[config.mk]
export PLATFORM = sky130hd
export DESIGN_NAME = led_shift_driver
export DESIGN_NICKNAME = d
export VERILOG_FILES = /design/src/rtl/led_shift_driver_pkg.sv /design/src/rtl/led_shift_driver_sclk_div_tick.sv /design/src/rtl/led_shift_driver.sv
export SDC_FILE = /design/constraint.sdc
export NUM_CORES = 1
export LEC_CHECK = 0
export CAP_MARGIN = 20
export CORE_ASPECT_RATIO = 0.8
export CORE_MARGIN = 2
export CORE_UTILIZATION = 52
export DETAILED_ROUTE_END_ITERATION = 12
export PLACE_DENSITY = 0.8
export SLEW_MARGIN = 25
export SYNTH_ARGS = -nofsm -noshare
export SYNTH_HDL_FRONTEND = slang
export SYNTH_SLANG_ARGS = --single-unit
export TNS_END_PERCENT = 50
[constraint.sdc]
create_clock -name clk -period 2.5 [get_ports clk]
set_input_delay 0.375 -clock clk [delete_from_list [all_inputs] [get_ports clk]]
set_output_delay 0.375 -clock clk [all_outputs]
set_load 0.05 [all_outputs]
[src/rtl/led_shift_driver_pkg.sv]
// rtl/led_shift_driver_pkg.sv - shared FSM state encoding for the LED shift-out driver
package led_shift_driver_pkg;

    localparam logic [1:0] ST_IDLE  = 2'd0;
    localparam logic [1:0] ST_SHIFT = 2'd1;
    localparam logic [1:0] ST_LATCH = 2'd2;
    localparam logic [1:0] ST_DONE  = 2'd3;

    typedef enum logic [1:0] {
        IDLE  = ST_IDLE,
        SHIFT = ST_SHIFT,
        LATCH = ST_LATCH,
        DONE  = ST_DONE
    } state_t;

endpackage

[src/rtl/led_shift_driver_sclk_div_tick.sv]
// rtl/led_shift_driver_sclk_div_tick.sv - DIV-cycle enable generator pacing sclk half-periods
module sclk_div_tick
    import led_shift_driver_pkg::*;
#(
    parameter int DIV = 2
) (
    input  logic clk,
    input  logic rst_n,
    input  logic clr,
    input  logic en,
    output logic tick
);

    localparam int CW = $clog2(DIV) + 1;
    localparam logic [CW-1:0] TERM = CW'(DIV - 1);

    logic [CW-1:0] cnt;

    assign tick = en && (cnt == TERM);

    // Reloads on every tick so each state starts a fresh half-period from zero.
    always_ff @(posedge clk) begin
        if (!rst_n) begin
            cnt <= '0;
        end else if (clr || tick) begin
            cnt <= '0;
        end else if (en) begin
            cnt <= cnt + 1'b1;
        end
    end

endmodule

[src/rtl/led_shift_driver.sv]
// rtl/led_shift_driver.sv - shifts a snapshotted word into a 74HC595-style chain on each sync edge
module led_shift_driver
    import led_shift_driver_pkg::*;
#(
    parameter int WIDTH     = 16,
    parameter int DIV       = 2,
    parameter int MSB_FIRST = 1
) (
    input  logic             clk,
    input  logic             rst_n,
    input  logic             sync_i,
    input  logic [WIDTH-1:0] data_i,
    output logic             busy_o,
    output logic             done_o,
    output logic             sclk_o,
    output logic             sdo_o,
    output logic             latch_o,
    output logic             clr_n_o
);

    localparam int BW = $clog2(WIDTH) + 1;
    localparam logic [BW-1:0] LAST_BIT = BW'(WIDTH - 1);

    state_t           state;
    logic             sync_q;
    logic             trigger;
    logic [WIDTH-1:0] shreg;
    logic [WIDTH-1:0] shreg_adv;
    logic [BW-1:0]    bit_cnt;
    logic             tick;
    logic             div_en;
    logic             div_clr;

    function automatic logic first_bit(input logic [WIDTH-1:0] w);
        return (MSB_FIRST != 0) ? w[WIDTH-1] : w[0];
    endfunction

    assign trigger   = sync_i & ~sync_q;
    assign div_en    = (state == SHIFT) || (state == LATCH);
    assign div_clr   = (state == IDLE) || (state == DONE);
    assign shreg_adv = (MSB_FIRST != 0) ? {shreg[WIDTH-2:0], 1'b0} : {1'b0, shreg[WIDTH-1:1]};

    sclk_div_tick #(
        .DIV (DIV)
    ) u_div (
        .clk   (clk),
        .rst_n (rst_n),
        .clr   (div_clr),
        .en    (div_en),
        .tick  (tick)
    );

    // sync_q resets high so a level already present at reset release is not an edge.
    always_ff @(posedge clk) begin
        if (!rst_n) begin
            state   <= IDLE;
            sync_q  <= 1'b1;
            shreg   <= '0;
            bit_cnt <= '0;
            busy_o  <= 1'b0;
            done_o  <= 1'b0;
            sclk_o  <= 1'b0;
            sdo_o   <= 1'b0;
            latch_o <= 1'b0;
            clr_n_o <= 1'b0;
        end else begin
            sync_q  <= sync_i;
            clr_n_o <= 1'b1;
            done_o  <= 1'b0;
            case (state)
                IDLE: begin
                    if (trigger) begin
                        shreg   <= data_i;
                        bit_cnt <= '0;
                        sdo_o   <= first_bit(data_i);
                        sclk_o  <= 1'b0;
                        busy_o  <= 1'b1;
                        state   <= SHIFT;
                    end
                end
                SHIFT: begin
                    if (tick) begin
                        if (!sclk_o) begin
                            sclk_o <= 1'b1;
                        end else begin
                            // Falling sclk and the next data bit change on the same edge.
                            sclk_o <= 1'b0;
                            if (bit_cnt == LAST_BIT) begin
                                sdo_o   <= 1'b0;
                                latch_o <= 1'b1;
                                state   <= LATCH;
                            end else begin
                                bit_cnt <= bit_cnt + 1'b1;
                                shreg   <= shreg_adv;
                                sdo_o   <= first_bit(shreg_adv);
                            end
                        end
                    end
                end
                LATCH: begin
                    if (tick) begin
                        latch_o <= 1'b0;
                        done_o  <= 1'b1;
                        state   <= DONE;
                    end
                end
                DONE: begin
                    busy_o <= 1'b0;
                    state  <= IDLE;
                end
                default: state <= IDLE;
            endcase
        end
    end

endmodule

# Word-level counts from Yosys, hierarchy flattened
# Index checks and enable logic that the tools add are counted.
totals:
  reg_bits: 31
  input_bits: 19
  output_inout_bits: 6
  word_cells: 77
classes:
  add_sub_neg: 2
  n_eq_ne: 11
  muxes: 34
  n_bitwise: 3
  n_reduce_logical: 16
ops:
  columns: ["cell", "count"]
  rows:
  - ["2-to-1 mux 15 bit", 4]
  - ["case mux 15 bit (2 select lines)", 1]
  - ["2-to-1 mux 5 bit", 4]
  - ["AND reduction 5 bit", 3]
  - ["2-to-1 mux 1 bit", 14]
  - ["2-to-1 mux 2 bit", 5]
  - ["case mux 5 bit (2 select lines)", 1]
  - ["case mux 1 bit (2 select lines)", 4]
  - ["case mux 2 bit (4 select lines)", 1]
  - ["inequality test 2 x 1 -> 1 bit (second input constant)", 3]
  - ["inequality test 2 bit (second input constant)", 3]
  - ["nonzero test 2 bit", 3]
  - ["adder 5 x 1 -> 5 bit (second input constant)", 1]
  - ["== test 5 x 4 -> 1 bit (second input constant)", 1]
  - ["== test 2 x 1 -> 1 bit (second input constant)", 2]
  - ["== test 2 bit (second input constant)", 2]
  - ["AND reduction 2 bit", 2]
  - ["AND reduction 4 bit", 1]
  - ["logical OR 1 bit", 3]
  - ["AND reduction 3 bit", 1]
  - ["adder 2 x 1 -> 2 bit (second input constant)", 1]
  - ["zero test 2 bit", 1]
  - ["inverter 1 bit", 2]
  - ["OR reduction 2 bit", 1]
  - ["other kinds (2)", 2]

# Longest topological paths before layout
logic_depth:
  depth_word: 5
  ltp_mapped: 8
  depth_no_buf: 7

# By module
# From an unflattened synthesis, not the netlist that was laid out.
hier_totals:
  hier_cells: 167
  hier_area_um2: 1646.6
modules_own_cells:
  columns: ["mod", "n_inst", "cells_per_inst", "area_per_inst_um2", "seq_area_each_um2"]
  rows:
  - ["led_shift_driver", 1, 155, 1537.7, 580.6]
  - ["sclk_div_tick", 1, 12, 108.9, 40.0]

# Least setup slack after synthesis
# No wires, ideal clock.
synth_path:
  path_type: "register -> register"
  startpoint: "register state[0]"
  endpoint: "register shreg[10]"
  setup_ps: 134
  arrival_time_ps: 1734
  required_time_ps: 2366
  setup_slack_ps: 632
  path_stages_with_launch: 8
  n_path_buf: 1
  synth_period_minus_slack_ps: 1868
  path_cell_list: "dfxtp_1 > inv_1 > ha_1 > nand3_1 > a22o_1 > nor2_1 > buf_4 > a211oi_1"
synth_between:
  elab_chain_cells: 5
  word_cells_on_any_way: 12
  classes_between: "eq/ne (6); mux (1); reduce/logical (5)"
synth_lines:
  columns: ["item", "line_no", "rtl"]
  rows:
  - ["from (decl)", "led_shift_driver.sv:24", "state_t state;"]
  - ["from (signal assigned)", "led_shift_driver.sv:56", "state <= IDLE;"]
  - ["from (signal assigned)", "led_shift_driver.sv:78", "state <= SHIFT;"]
  - ["from (signal assigned)", "led_shift_driver.sv:91", "state <= LATCH;"]
  - ["== test 2 x 1 -> 1 bit or == test 2 bit (tied branches)", "led_shift_driver.sv:39", "assign div_en = (state == SHIFT) || (state == LATCH);"]
  - ["logical OR 1 bit (*)", "led_shift_driver.sv:39", null]
  - ["via div_en", "led_shift_driver.sv:31", "logic div_en;"]
  - ["logical AND 1 bit (*)", "led_shift_driver_sclk_div_tick.sv:19", "assign tick = en && (cnt == TERM);"]
  - ["inequality test 2 x 1 -> 1 bit (no source line) (*)", null, null]
  - ["AND reduction 5 bit (no source line) (*)", null, null]
  - ["to (signal assigned)", "led_shift_driver.sv:73", "shreg <= data_i;"]
  - ["to (signal assigned)", "led_shift_driver.sv:94", "shreg <= shreg_adv;"]
  - ["to (decl)", "led_shift_driver.sv:27", "logic [WIDTH-1:0] shreg;"]
# The timed path passes the listed nets; every way through them passes the cells marked *.
# A chain may end at the register's enable or synchronous reset.

# Worst setup path in the final report
layout_path:
  startpoint: "register bit_cnt[0]"
  endpoint: "register shreg[6]"
layout_between:
  elab_chain_cells: 3
layout_lines:
  columns: ["item", "line_no", "rtl"]
  rows:
  - ["from (decl)", "led_shift_driver.sv:29", "logic [BW-1:0] bit_cnt;"]
  - ["from (signal assigned)", "led_shift_driver.sv:93", "bit_cnt <= bit_cnt + 1'b1;"]
  - ["== test 5 x 4 -> 1 bit", "led_shift_driver.sv:88", "if (bit_cnt == LAST_BIT) begin"]
  - ["inequality test 2 bit (no source line)", null, null]
  - ["AND reduction 5 bit (no source line)", null, null]
# Every way passes these cells.

==> impl_metrics.tcl <==
set metrics [dict create \
    placed_area_sq_um 1790 \
    grt_pass1_vias 1180 \
    leakage_nw 0.655 \
    die_h_um 52.1 \
    period_needed_ps 2090 \
    final_net_count 218 \
    num_vias 1314 \
    synth_cell_types 32 \
    num_rows 17 \
    synthMostInstantiatedCell "dfxtp_1" \
    fin_crit_sh_pct 83.6 \
    dpl.hpwl_mm 2.22 \
    drtPass1Iterations 5 \
    netSwitchingPower_uw 918 \
    first_iter_violations 80 \
    io_pins 25 \
    fin_ws_ps 409 \
    fin_skew_ps 1.78 \
    grt_first_pass_wirelength_mm 5.32 \
    run_status "finished, final reports clean" \
    seqPwrFrac_pct 34.3 \
    ys_top_cells_by_area "dfxtp_1, mux2i_1, a211oi_1" \
    yosysTopAreaCell "dfxtp_1" \
    port_buffers 24 \
    p_per_area_nw_per_um2 1180 \
    drive_gt1_share_pct 8.38 \
    intPower_mw 1.28 \
    setup_viol 0 \
    cts_buffer_depth 2 \
    h-tree-depth 2 \
    grt_overflow_total 0 \
    fmax_mhz 478 \
    start_util_pct 54.4 \
    dp_slack_ps 438 \
    dieArea_sq_um 3340 \
    die_w_um 64.2 \
    synthArstFlopShare_pct 0 \
    n_antenna_cell 0 \
    tritoncts "done" \
    clock-root-buffer "clkbuf_4" \
    slew_violations 0 \
    syn_inst 162 \
    tns_ps 0 \
    yosys.area.top_type_share_pct 41.2 \
    grt_max_degree 27 \
    ir_drop_mv 0.603 \
    ant_nets 0 \
    crit_type "reg2reg" \
    crit_fanout 14 \
    cts_hold_buf 0 \
    synth_nets 190 \
    antenna_found_initial 0 \
    drc 0 \
    coreArea_sq_um 2770 \
    synth_edf_count 0 \
    maxCapViolations 0 \
    cts_made_buffers 5 \
    cts_sinks 31 \
    utilization_pct 67.1 \
    grt_use_total_pct 21.1 \
    syn_area_per_cell_sq_um 9.29 \
    via_per_inst 5.74 \
    required_ps 2740 \
    synth_flop_cell "dfxtp_1" \
    rsz0062_at_grt "no" \
    yosys_register_bits 31 \
    ys_top_cells_by_count "dfxtp_1, a21oi_1, a211oi_1, mux2i_1" \
    yosysWarnings 0 \
    power_frac_clock_pct 15.1 \
    drt-total-wl_mm 3.10 \
    cts_setup_buffers 0 \
    drt-wirelength-per-cell_um 13.5 \
    hp-class "reg2reg" \
    sw_frac_of_total_pct 41.8 \
    design_area_sq_um 1860 \
    endpoint_kind "register" \
    cts.repair.resized 0 \
    syn_area_sq_um 1510 \
    gp_congestion 0.804 \
    p_comb_share_pct 50.6 \
    clk_latency_ps 330 \
    worst_setup_hold_path_clk_slew_ps 90 \
    ys_seq_area_share_pct 41.2 \
    tightest_slew_ps 565 \
    hold_violations 0 \
    maxSlewHeadroom_pct 62.4 \
    arrival_ps 2340 \
    syn_to_final_growth_pct 23.3 \
    critPathLaunchType "register" \
]
-- layout make-up --
class	count	area [sq um]
Multi-Input combinational cell	115	811
Inverter	8	30.0
Fill cell	243	910
Sequential cell	31	621
Clock buffer	8	68.8
Timing Repair Buffer	29	278
Tap cell	38	47.5
-- power groups by stage --
stage | logic [mW] | clock network [mW] | registers, mW
global placement | 1.08 | 0 | 0.753
CTS | 1.11 | 0.344 | 0.752
finish | 1.11 | 0.333 | 0.753
floorplan | 0.821 | 0 | 0.803
detailed placement | 1.11 | 0 | 0.760
global route | 1.23 | 0.364 | 0.773
-- per-layer routing --
metal  routed length [um]  GRT usage (%)  share of wire [%]
met1                 1450           27.8                 47
met4                   44           10.3                1.4
met2                 1420           31.9                 46
met5                    0              0                  0
met3                  188           6.06                6.1
-- final timing paths --
kind | startpoint | endpoint | slack [ps] | cells past startpoint
hold reg to reg | u_div.cnt[0] | u_div.cnt[0] | 440 | 1
setup reg to reg | bit_cnt[0] | shreg[6] | 410 | 8
setup / recovery | bit_cnt[0] | shreg[6] | 410 | 8
hold / removal | u_div.cnt[0] | u_div.cnt[0] | 440 | 1
-- critical path, stage by stage (launching register included) --
cell,delay [ps]
dfxtp_1,370
ha_1,190
and3_1,200
ha_1,210
inv_1,70
a21oi_1,400
nor2_1,130
buf_4,210
a211oi_1,220
-- placed cells by master, fill, tap and decap left out, types with 3 or more instances in the layout --
cell type        Yosys  final
a211oi_1            17     17
a21oi_1             23     23
buf_4                3      5
clkbuf_4             0      5
clkdlybuf4s50_1      0     24
dfxtp_1             31     31
ha_1                 9      9
inv_1                7      7
mux2i_1             15     15
nand2_1              7      7
nand3_1              5      5
nor2_1               9      9
nor3_1               3      3
o21ai_0              5      5
-- flip-flops by register name, indices dropped and copies added, names as in the netlist, 2 cells and up --
signal,cells
bit_cnt,5
u_div.cnt,2
state,2
shreg,15
-- through the flow --
stage               hold slack (ps)  total power, mW  cells
floorplan                       403             1.62    162
global placement                414             1.83    221
detailed placement              425             1.87    221
CTS                             438             2.21    229
global route                    464             2.37    229
finish                          444             2.20    229
-- kinds of logic after synthesis --
logic type | synth area share (%)
simple gates | 12.3
flops | 41.2
buf+inv | 4.90
mux | 9.97
compound gates | 24.1
fa+ha+maj | 7.48
(Power assumes the default switching activity.)
